===== src/rtl/pe_arbiter.sv =====
`default_nettype none
// ============================================================================
// Module   : pe_arbiter
// Purpose  : Shares one priority_encoder between N_REQ requesters. Arbitrates
//            search words, issues one word per cycle to the encoder, keeps the
//            issuing requester IDs in a tag FIFO and routes each encoder result
//            back to its owner.
// Config   : PE_ARB_RR_EN defined   -> round-robin arbitration
//            PE_ARB_RR_EN undefined -> fixed priority (lowest index wins)
// Revision : 1.0 - initial release
// ============================================================================
module pe_arbiter #(
    parameter int WIDTH        = 16,
    parameter int N_REQ        = 4,
    parameter int MAX_INFLIGHT = 4
) (
    input  logic                       clk_i,
    input  logic                       srst_i,
    input  logic [N_REQ*WIDTH-1:0]     req_data_i,
    input  logic [N_REQ-1:0]           req_val_i,
    output logic [N_REQ-1:0]           req_rdy_o,
    output logic [WIDTH-1:0]           pe_data_o,
    output logic                       pe_data_val_o,
    input  logic [WIDTH-1:0]           pe_left_i,
    input  logic [WIDTH-1:0]           pe_right_i,
    input  logic                       pe_val_i,
    output logic [WIDTH-1:0]           rsp_left_o,
    output logic [WIDTH-1:0]           rsp_right_o,
    output logic [$clog2(N_REQ)-1:0]   rsp_id_o,
    output logic [N_REQ-1:0]           rsp_val_o,
    output logic                       err_o
);

    localparam int ID_W = $clog2(N_REQ);
    localparam int AW   = (MAX_INFLIGHT > 1) ? $clog2(MAX_INFLIGHT) : 1;
    localparam int CW   = $clog2(MAX_INFLIGHT + 1);

    localparam logic [CW-1:0]   C_CNT_MAX = CW'(MAX_INFLIGHT);
    localparam logic [AW-1:0]   C_PTR_LST = AW'(MAX_INFLIGHT - 1);
    localparam logic [ID_W-1:0] C_ID_LST  = ID_W'(N_REQ - 1);

    // Tag FIFO state
    logic [ID_W-1:0]  r_tag [MAX_INFLIGHT];
    logic [AW-1:0]    r_wr_ptr;
    logic [AW-1:0]    r_rd_ptr;
    logic [CW-1:0]    r_cnt;

    // Issue / response registers
    logic [WIDTH-1:0] r_pe_data;
    logic             r_pe_data_val;
    logic [WIDTH-1:0] r_rsp_left;
    logic [WIDTH-1:0] r_rsp_right;
    logic [ID_W-1:0]  r_rsp_id;
    logic [N_REQ-1:0] r_rsp_val;
    logic             r_err;

    // Combinational control
    logic             w_can_issue;
    logic             w_gnt_vld;
    logic [ID_W-1:0]  w_gnt_id;
    logic [WIDTH-1:0] w_gnt_data;
    logic             w_push;
    logic             w_pop;
    logic             w_stray;
    logic [ID_W-1:0]  w_head;

    // A pop at full frees a slot in the same cycle, so issue may continue.
    assign w_can_issue = (r_cnt < C_CNT_MAX) || pe_val_i;
    assign w_pop       = pe_val_i && (r_cnt != '0);
    assign w_stray     = pe_val_i && (r_cnt == '0);
    assign w_push      = w_gnt_vld;
    assign w_head      = r_tag[r_rd_ptr];

`ifdef PE_ARB_RR_EN
    logic [ID_W-1:0] r_ptr;

    // Round-robin search starting at r_ptr, wrapping modulo N_REQ
    always_comb begin
        logic [ID_W:0] w_idx;
        w_gnt_vld = 1'b0;
        w_gnt_id  = '0;
        w_idx     = '0;
        for (int k = 0; k < N_REQ; k++) begin
            w_idx = {1'b0, r_ptr} + (ID_W+1)'(k);
            if (w_idx >= (ID_W+1)'(N_REQ)) begin
                w_idx = w_idx - (ID_W+1)'(N_REQ);
            end
            if (!w_gnt_vld && req_val_i[w_idx[ID_W-1:0]]) begin
                w_gnt_vld = 1'b1;
                w_gnt_id  = w_idx[ID_W-1:0];
            end
        end
        if (srst_i || !w_can_issue) begin
            w_gnt_vld = 1'b0;
            w_gnt_id  = '0;
        end
    end

    // Advance the pointer past the requester just served
    always_ff @(posedge clk_i) begin
        if (srst_i) begin
            r_ptr <= '0;
        end else if (w_gnt_vld) begin
            r_ptr <= (w_gnt_id == C_ID_LST) ? '0 : w_gnt_id + 1'b1;
        end
    end
`else
    // Fixed priority: lowest requester index wins (descending scan, last hit kept)
    always_comb begin
        w_gnt_vld = 1'b0;
        w_gnt_id  = '0;
        for (int k = N_REQ - 1; k >= 0; k--) begin
            if (req_val_i[k]) begin
                w_gnt_vld = 1'b1;
                w_gnt_id  = ID_W'(k);
            end
        end
        if (srst_i || !w_can_issue) begin
            w_gnt_vld = 1'b0;
            w_gnt_id  = '0;
        end
    end
`endif

    // Select the granted requester's word
    always_comb begin
        w_gnt_data = '0;
        for (int k = 0; k < N_REQ; k++) begin
            if (w_gnt_id == ID_W'(k)) begin
                w_gnt_data = req_data_i[k*WIDTH +: WIDTH];
            end
        end
    end

    assign req_rdy_o = w_gnt_vld ? (N_REQ'(1) << w_gnt_id) : '0;

    // Tag FIFO storage; contents are don't-care while the FIFO is empty
    always_ff @(posedge clk_i) begin
        if (w_push) begin
            r_tag[r_wr_ptr] <= w_gnt_id;
        end
    end

    // Tag FIFO pointers and occupancy
    always_ff @(posedge clk_i) begin
        if (srst_i) begin
            r_wr_ptr <= '0;
            r_rd_ptr <= '0;
            r_cnt    <= '0;
        end else begin
            if (w_push) begin
                r_wr_ptr <= (r_wr_ptr == C_PTR_LST) ? '0 : r_wr_ptr + 1'b1;
            end
            if (w_pop) begin
                r_rd_ptr <= (r_rd_ptr == C_PTR_LST) ? '0 : r_rd_ptr + 1'b1;
            end
            case ({w_push, w_pop})
                2'b10:   r_cnt <= r_cnt + 1'b1;
                2'b01:   r_cnt <= r_cnt - 1'b1;
                default: r_cnt <= r_cnt;
            endcase
        end
    end

    // Issue register toward the encoder; data holds when nothing is issued
    always_ff @(posedge clk_i) begin
        if (srst_i) begin
            r_pe_data     <= '0;
            r_pe_data_val <= 1'b0;
        end else begin
            r_pe_data_val <= w_gnt_vld;
            if (w_gnt_vld) begin
                r_pe_data <= w_gnt_data;
            end
        end
    end

    // Response register: route encoder result to the FIFO head's owner
    always_ff @(posedge clk_i) begin
        if (srst_i) begin
            r_rsp_left  <= '0;
            r_rsp_right <= '0;
            r_rsp_id    <= '0;
            r_rsp_val   <= '0;
        end else if (w_pop) begin
            r_rsp_left  <= pe_left_i;
            r_rsp_right <= pe_right_i;
            r_rsp_id    <= w_head;
            r_rsp_val   <= N_REQ'(1) << w_head;
        end else begin
            r_rsp_val   <= '0;
        end
    end

    // Sticky error: encoder result with no outstanding tag
    always_ff @(posedge clk_i) begin
        if (srst_i) begin
            r_err <= 1'b0;
        end else if (w_stray) begin
            r_err <= 1'b1;
        end
    end

    assign pe_data_o     = r_pe_data;
    assign pe_data_val_o = r_pe_data_val;
    assign rsp_left_o    = r_rsp_left;
    assign rsp_right_o   = r_rsp_right;
    assign rsp_id_o      = r_rsp_id;
    assign rsp_val_o     = r_rsp_val;
    assign err_o         = r_err;

endmodule
`default_nettype wire


===== config.mk =====
export PLATFORM = sky130hd
export DESIGN_NAME = pe_arbiter
export DESIGN_NICKNAME = d
export VERILOG_FILES = /design/src/rtl/pe_arbiter.sv
export SDC_FILE = /design/constraint.sdc
export NUM_CORES = 1
export LEC_CHECK = 0
export CAP_MARGIN = 30
export CORE_MARGIN = 4
export CORE_UTILIZATION = 28
export CTS_CLUSTER_DIAMETER = 80
export CTS_CLUSTER_SIZE = 10
export DETAILED_ROUTE_END_ITERATION = 7
export GPL_TIMING_DRIVEN = 0
export PLACE_DENSITY = 0.61
export REMOVE_ABC_BUFFERS = 1
export SYNTH_ARGS = -nofsm -noshare
export SYNTH_HDL_FRONTEND = slang
export SYNTH_SLANG_ARGS = --single-unit

===== constraint.sdc =====
create_clock -name clk_i -period 4.5 [get_ports clk_i]
set_clock_uncertainty 0.05 [all_clocks]
set_input_delay 0.675 -clock clk_i [delete_from_list [all_inputs] [get_ports clk_i]]
set_output_delay 0.675 -clock clk_i [all_outputs]
set_load 0.02 [all_outputs]

==> results.cfg, run 1 <==
[placed_design]
place_congestion = 0.793
dpl.hpwl_um = 6580
dp.cells = 626
post-place-ws_ns = 0.560
io_buffers = 162

[logic_synthesis]
synth_xor_area_frac = 0.00559
ys_seq_area_frac = 0.492
synthesis.area_um2 = 3140
yosys.area_share.simple = 0.168
synth_fa_ha_area_frac = 0.0303
syn_area_per_cell_um2 = 9.01
ys.warnings.count = 0
synth_compound_area_frac = 0.228
synthMuxAreaShare = 0.0239
synth-edff-count = 8
ys_types = 37
ys.flop_type = dfxtp_1
synth_top_family_by_area = compound AO/OA/AOI/OAI gates
ys_async_sr_fraction = 0
synth-seq-cells = 73
synthCells = 348

[critical_path]
crit_path_top_delay_cell = clkdlybuf4s50_1
r2r_start = r_cnt[2]
path_class = input pin to output pin
r2r_slack_ns = 1.52
cp_common_cell = clkdlybuf4s50_1
reg2regPathDepth = 9
cp_data_required_time_ns = 3.77
r2r-end = r_cnt[2]
endpoint_kind = output pin
cp_max_fo = 29
cp-endpoint = req_rdy_o[3]
cp-startpoint = req_val_i[0]
critPathMaxStageDelay_ns = 0.94
start_kind = input pin
path_cells = clkdlybuf4s50_1 > nor2_2 > and3_1 > clkdlybuf4s50_1
critical_path_arrival_ns = 3.12

[finish]
layout.nets = 607
layout-drive-gt1-share = 0.0439
area_delta_synth_final_pct = 59.7
stdcell_count = 641
antenna_cells = 0

[route]
drc = 0
drtPass1Iterations = 4
via_per_inst = 4.68
ant_nets = 0
post_drt_wl_per_cell_um = 13.9
initialDrtViolationCount = 205
via_count = 3000
routed_wirelength_um = 8920

[sta]
finalWorstSetupSlack_ns = 0.651
finalHoldViolCount = 0
finalCritPeriodShare = 0.855
setup_viol = 0
slew_violations = 0
hold_ws_ns = 0.403
slew_headroom = 0.320
worstMarginPinSlew_ns = 1.02
fmax_mhz = 260
tns_ns = 0
rsz0062_at_grt = no
post-route-min-period_ns = 3.85

[global_route]
track_usage = 0.137
grt_first_pass_wirelength_um = 14300
grt_pass1_vias = 3038
antenna_found_initial = 0
grt_max_degree = 50
grt_remaining_overflow = 0

[clock_tree]
numCtsBuffers = 9
clock_sinks = 73
path_clk_slew_ns = 0.06
cts_root_buf = clkbuf_8
clk_path_buf_depth = 2
cts_tree = built
post_cts_buffers = 0
worstSkewPairLatency_ns = 0.34
cts_resized = 0
htree_levels = 3
hold_buffers = 0

[power]
cellPowerDensity_nw_per_um2 = 440
p_leak_nw = 1.82
vdd_ir_drop_max_mv = 0.182

[floorplan]
rows = 38
io_pins = 163
fp.dieH_um = 114
fp.dieW_um = 114
core_area_um2 = 10900
start_util = 0.288
die-area_um2 = 13000

[flow_run]
drv_cap = 0

[run_status]
outcome = complete, no violations

[min_path]
hold_path.class = flip-flop to flip-flop
## per-layer routing
| metal | wire length [um] | GRT usage | share of wire | vias to the layer above |
|---|---|---|---|---|
| li1 | - | - | - | 1526 |
| met1 | 4150 | 0.176 | 0.46 | 1317 |
| met2 | 3590 | 0.198 | 0.40 | 148 |
| met3 | 1100 | 0.0721 | 0.12 | 9 |
| met4 | 83 | 0.0428 | 0.0093 | 0 |
| met5 | 0 | 0 | 0 | - |
## metrics by stage
stage,total power [mW],cell area (um2),util
floorplan,1.34,3010,-
global placement,1.74,4810,0.442
detailed placement,1.78,4840,0.444
CTS,2.24,5010,0.460
global route,2.35,5010,0.460
finish,2.20,5010,0.460
## cells in the mapped netlist (all sizes together) (6+ instances only)
cell type  count  area share
nand2         81       0.097
dfxtp         65        0.42
a21oi         51       0.081
buf           16       0.029
a221oi        15       0.047
nor2          14       0.018
inv           11       0.013
nor2b         11       0.023
o31ai         11       0.028
a22o          10       0.028
clkbuf         9       0.011
edfxtp         8       0.077
ha             6       0.024
## area by class of cell
cell class / count / area (um2)
Clock buffer: 15 / 166
Fill cell: 1093 / 5880
Inverter: 11 / 41.3
Multi-Input combinational cell: 239 / 1440
Sequential cell: 73 / 1540
Tap cell: 140 / 175
Timing Repair Buffer: 163 / 1640
## worst max-delay path: cells and delay by family
family	cells	cell delay (ns)
AND/OR/NAND/NOR	2	0.86
buffers and inverters	2	1.58
## report_power, final
part / switching (mW) / internal [mW] / total (mW)
clock: 0.217 / 0.229 / 0.446
sequential: 0.0847 / 0.796 / 0.881
combinational: 0.459 / 0.416 / 0.875
## layout by cell type, fill, tap and decap left out, drive strengths merged, types with 3 or more instances in the layout
| master | instances |
|---|---|
| nor3 | 3 |
| dfxtp | 65 |
| a21oi | 51 |
| a221oi | 15 |
| nor2b | 11 |
| o31ai | 11 |
| o221ai | 5 |
| mux2i | 3 |
| a22o | 10 |
| edfxtp | 8 |
| clkbuf | 15 |
| ha | 6 |
| and3 | 3 |
| and2 | 5 |
| a2111oi | 4 |
| clkdlybuf4s50 | 161 |
| inv | 11 |
| nor2 | 14 |
| o21ai | 3 |
| nand2 | 81 |
## logic make-up (layout without fill, tap and decap cells)
logic type	Yosys count	in the layout
AND/OR/NAND/NOR	121	121
AO/OA/AOI/OAI	104	104
flip-flops	73	73
buffers and inverters	36	189
adder cells (fa/ha/maj)	7	7
multiplexers	5	5
XOR/XNOR	2	2
## sequential cells by signal (all words and copies together) (netlist names), named ones only
register	count
pe_data_val_o	1
rsp_right_o	16
rsp_left_o	16
pe_data_o	16
r_cnt	3
r_tag	8
err_o	1
r_rd_ptr	2
r_wr_ptr	2
rsp_val_o	4
rsp_id_o	2
## worst min path at each step
stage,endpoint,slack [ns],cells after the start,startpoint
finish,rsp_id_o[0],0.40,2,rsp_id_o[0]
global route,rsp_right_o[1],0.43,2,rsp_right_o[1]
CTS,rsp_id_o[0],0.41,2,rsp_id_o[0]
detailed placement,rsp_left_o[7],0.40,2,rsp_left_o[7]
global placement,rsp_right_o[1],0.39,2,rsp_right_o[1]
floorplan,flip-flop,0.40,2,r_rd_ptr[1]
(Power assumes the default switching activity.)
==> run 2: changes to the inputs <==
--- a/config.mk
+++ b/config.mk
@@ -6,12 +6,14 @@
 export NUM_CORES = 1
 export LEC_CHECK = 0
 export CAP_MARGIN = 30
+export CORE_ASPECT_RATIO = 1.75
 export CORE_MARGIN = 4
 export CORE_UTILIZATION = 28
 export CTS_CLUSTER_DIAMETER = 80
 export CTS_CLUSTER_SIZE = 10
 export DETAILED_ROUTE_END_ITERATION = 7
 export GPL_TIMING_DRIVEN = 0
+export HOLD_SLACK_MARGIN = 0.08
 export PLACE_DENSITY = 0.61
 export REMOVE_ABC_BUFFERS = 1
 export SYNTH_ARGS = -nofsm -noshare
==> results.cfg, run 2 (synthesized netlist as in run 1, its figures left out) <==
[run_status]
outcome = complete, no violations

[critical_path]
cp_common_cell = clkdlybuf4s50_1
r2r_start = r_cnt[2]
critical_path_arrival_ns = 3.16
reg2regPathDepth = 9
path_cells = clkdlybuf4s50_1 > nor2_2 > and3_1 > clkdlybuf4s50_1
path_class = input pin to output pin
path_buf_inv = 2
endpoint_kind = output pin
start_kind = input pin
cpLargestDelayFamily = buffers and inverters
cp_data_required_time_ns = 3.77
r2r-end = r_cnt[2]
r2r_slack_ns = 1.52
cp_max_fo = 29
crit_path_top_delay_cell = clkdlybuf4s50_1
critPathMaxStageDelay_ns = 0.92

[clock_tree]
worstSkewPairLatency_ns = 0.33
cts_tree = built
hold_buffers = 0
post_cts_buffers = 0
clk_path_buf_depth = 2
cts_resized = 0
numCtsBuffers = 9
cts_root_buf = clkbuf_16
path_clk_slew_ns = 0.05
htree_levels = 3
clock_sinks = 73

[power]
pwr-share-comb = 0.352
cellPowerDensity_nw_per_um2 = 479
pwr-share-clk = 0.289
seqPwrFrac = 0.359
finalPower_mw = 2.46
p_leak_nw = 1.88
p_int_mw = 1.66
vdd_ir_drop_max_mv = 0.281
sw_frac_of_total = 0.323
p_sw_uw = 795

[sta]
fmax_mhz = 257
setup_viol = 0
finalCritPeriodShare = 0.863
slew_violations = 0
slew_headroom = 0.346
finalWorstSetupSlack_ns = 0.616
finalHoldViolCount = 0
worstMarginPinSlew_ns = 0.977
post-route-min-period_ns = 3.88
rsz0062_at_grt = no
tns_ns = 0

[finish]
layout.nets = 608
layout-drive-gt1-share = 0.0497
fillCellCount = 1045
multi_input_area_um2 = 1440
final-seq-area_um2 = 1540
final_common_cell = clkdlybuf4s50_1
antenna_cells = 0
area_delta_synth_final_pct = 63.8
final_cell_mix = 161 x clkdlybuf4s50_1, 81 x nand2_1, 65 x dfxtp_1, 51 x a21oi_1, 14 x a221oi_1

[placed_design]
dpl.hpwl_um = 7280
place_congestion = 0.796
post-place-ws_ns = 0.478
io_buffers = 162

[floorplan]
core_area_um2 = 10800
rows = 50
die-area_um2 = 13000
fp.dieW_um = 88.0
io_pins = 163
start_util = 0.290
fp.dieH_um = 148

[global_route]
grt_first_pass_wirelength_um = 15400
antenna_found_initial = 0
track_usage = 0.150
grt_pass1_vias = 3242
grt_max_degree = 49
grt_remaining_overflow = 0

[flow_run]
drv_cap = 0

[route]
via_per_inst = 4.87
drc = 0
ant_nets = 0
drtPass1Iterations = 4
initialDrtViolationCount = 74
routed_wirelength_um = 9580
post_drt_wl_per_cell_um = 15.1
via_count = 3084

[min_path]
worstHoldEndpoint = rsp_left_o[10]
min_from = rsp_left_o[10]
hold_path.class = flip-flop to flip-flop
holdPathStages = 2
run 2: power by group through the flow:
| stage | clock network [mW] | registers [mW] | logic, mW |
|---|---|---|---|
| CTS | 0.738 | 0.885 | 0.886 |
| global placement | 0 | 0.888 | 0.859 |
| detailed placement | 0 | 0.896 | 0.882 |
| global route | 0.773 | 0.902 | 0.955 |
| floorplan | 0 | 1.01 | 0.328 |
| finish | 0.711 | 0.883 | 0.866 |
run 2: final cells by class:
class,count,share of cell area
Multi-Input combinational cell,239,0.280
Inverter,11,0.00804
Clock inverter,2,0.00731
Timing Repair Buffer,164,0.322
Sequential cell,73,0.300
Tap cell,130,0.0317
Clock buffer,14,0.0514
run 2: worst max path at each step:
stage | end | startpoint | slack (ns) | cells past startpoint
floorplan | r_cnt[2] | r_cnt[2] | 0.94 | 8
global placement | req_rdy_o[3] | srst_i | -0.59 | 4
detailed placement | r_cnt[2] | req_val_i[0] | 0.48 | 10
CTS | req_rdy_o[3] | req_val_i[0] | 0.61 | 4
global route | req_rdy_o[3] | req_val_i[0] | 0.48 | 4
finish | req_rdy_o[3] | req_val_i[0] | 0.62 | 4
run 2: per-stage QoR:
stage / hold WS [ns] / std cells / utilization / cell area [um2]
6_report: 0.400 / 633 / 0.475 / 5140
5_1_grt: 0.420 / 633 / 0.475 / 5140
4_1_cts: 0.404 / 633 / 0.475 / 5140
3_5_place_dp: 0.396 / 617 / 0.447 / 4830
3_3_place_gp: 0.393 / 615 / 0.443 / 4800
2_1_floorplan: 0.397 / 323 / - / 3010
run 2: worst min-delay path, cell delays in order (launching register included):
cell     delay, ns
dfxtp_1       0.30
nand2_1       0.05
a21oi_1       0.05
run 2: routing by layer:
layer,share of wire,global-route usage
met1,0.36,0.146
met2,0.53,0.278
met3,0.096,0.0563
met4,0.014,0.0561
met5,0,0
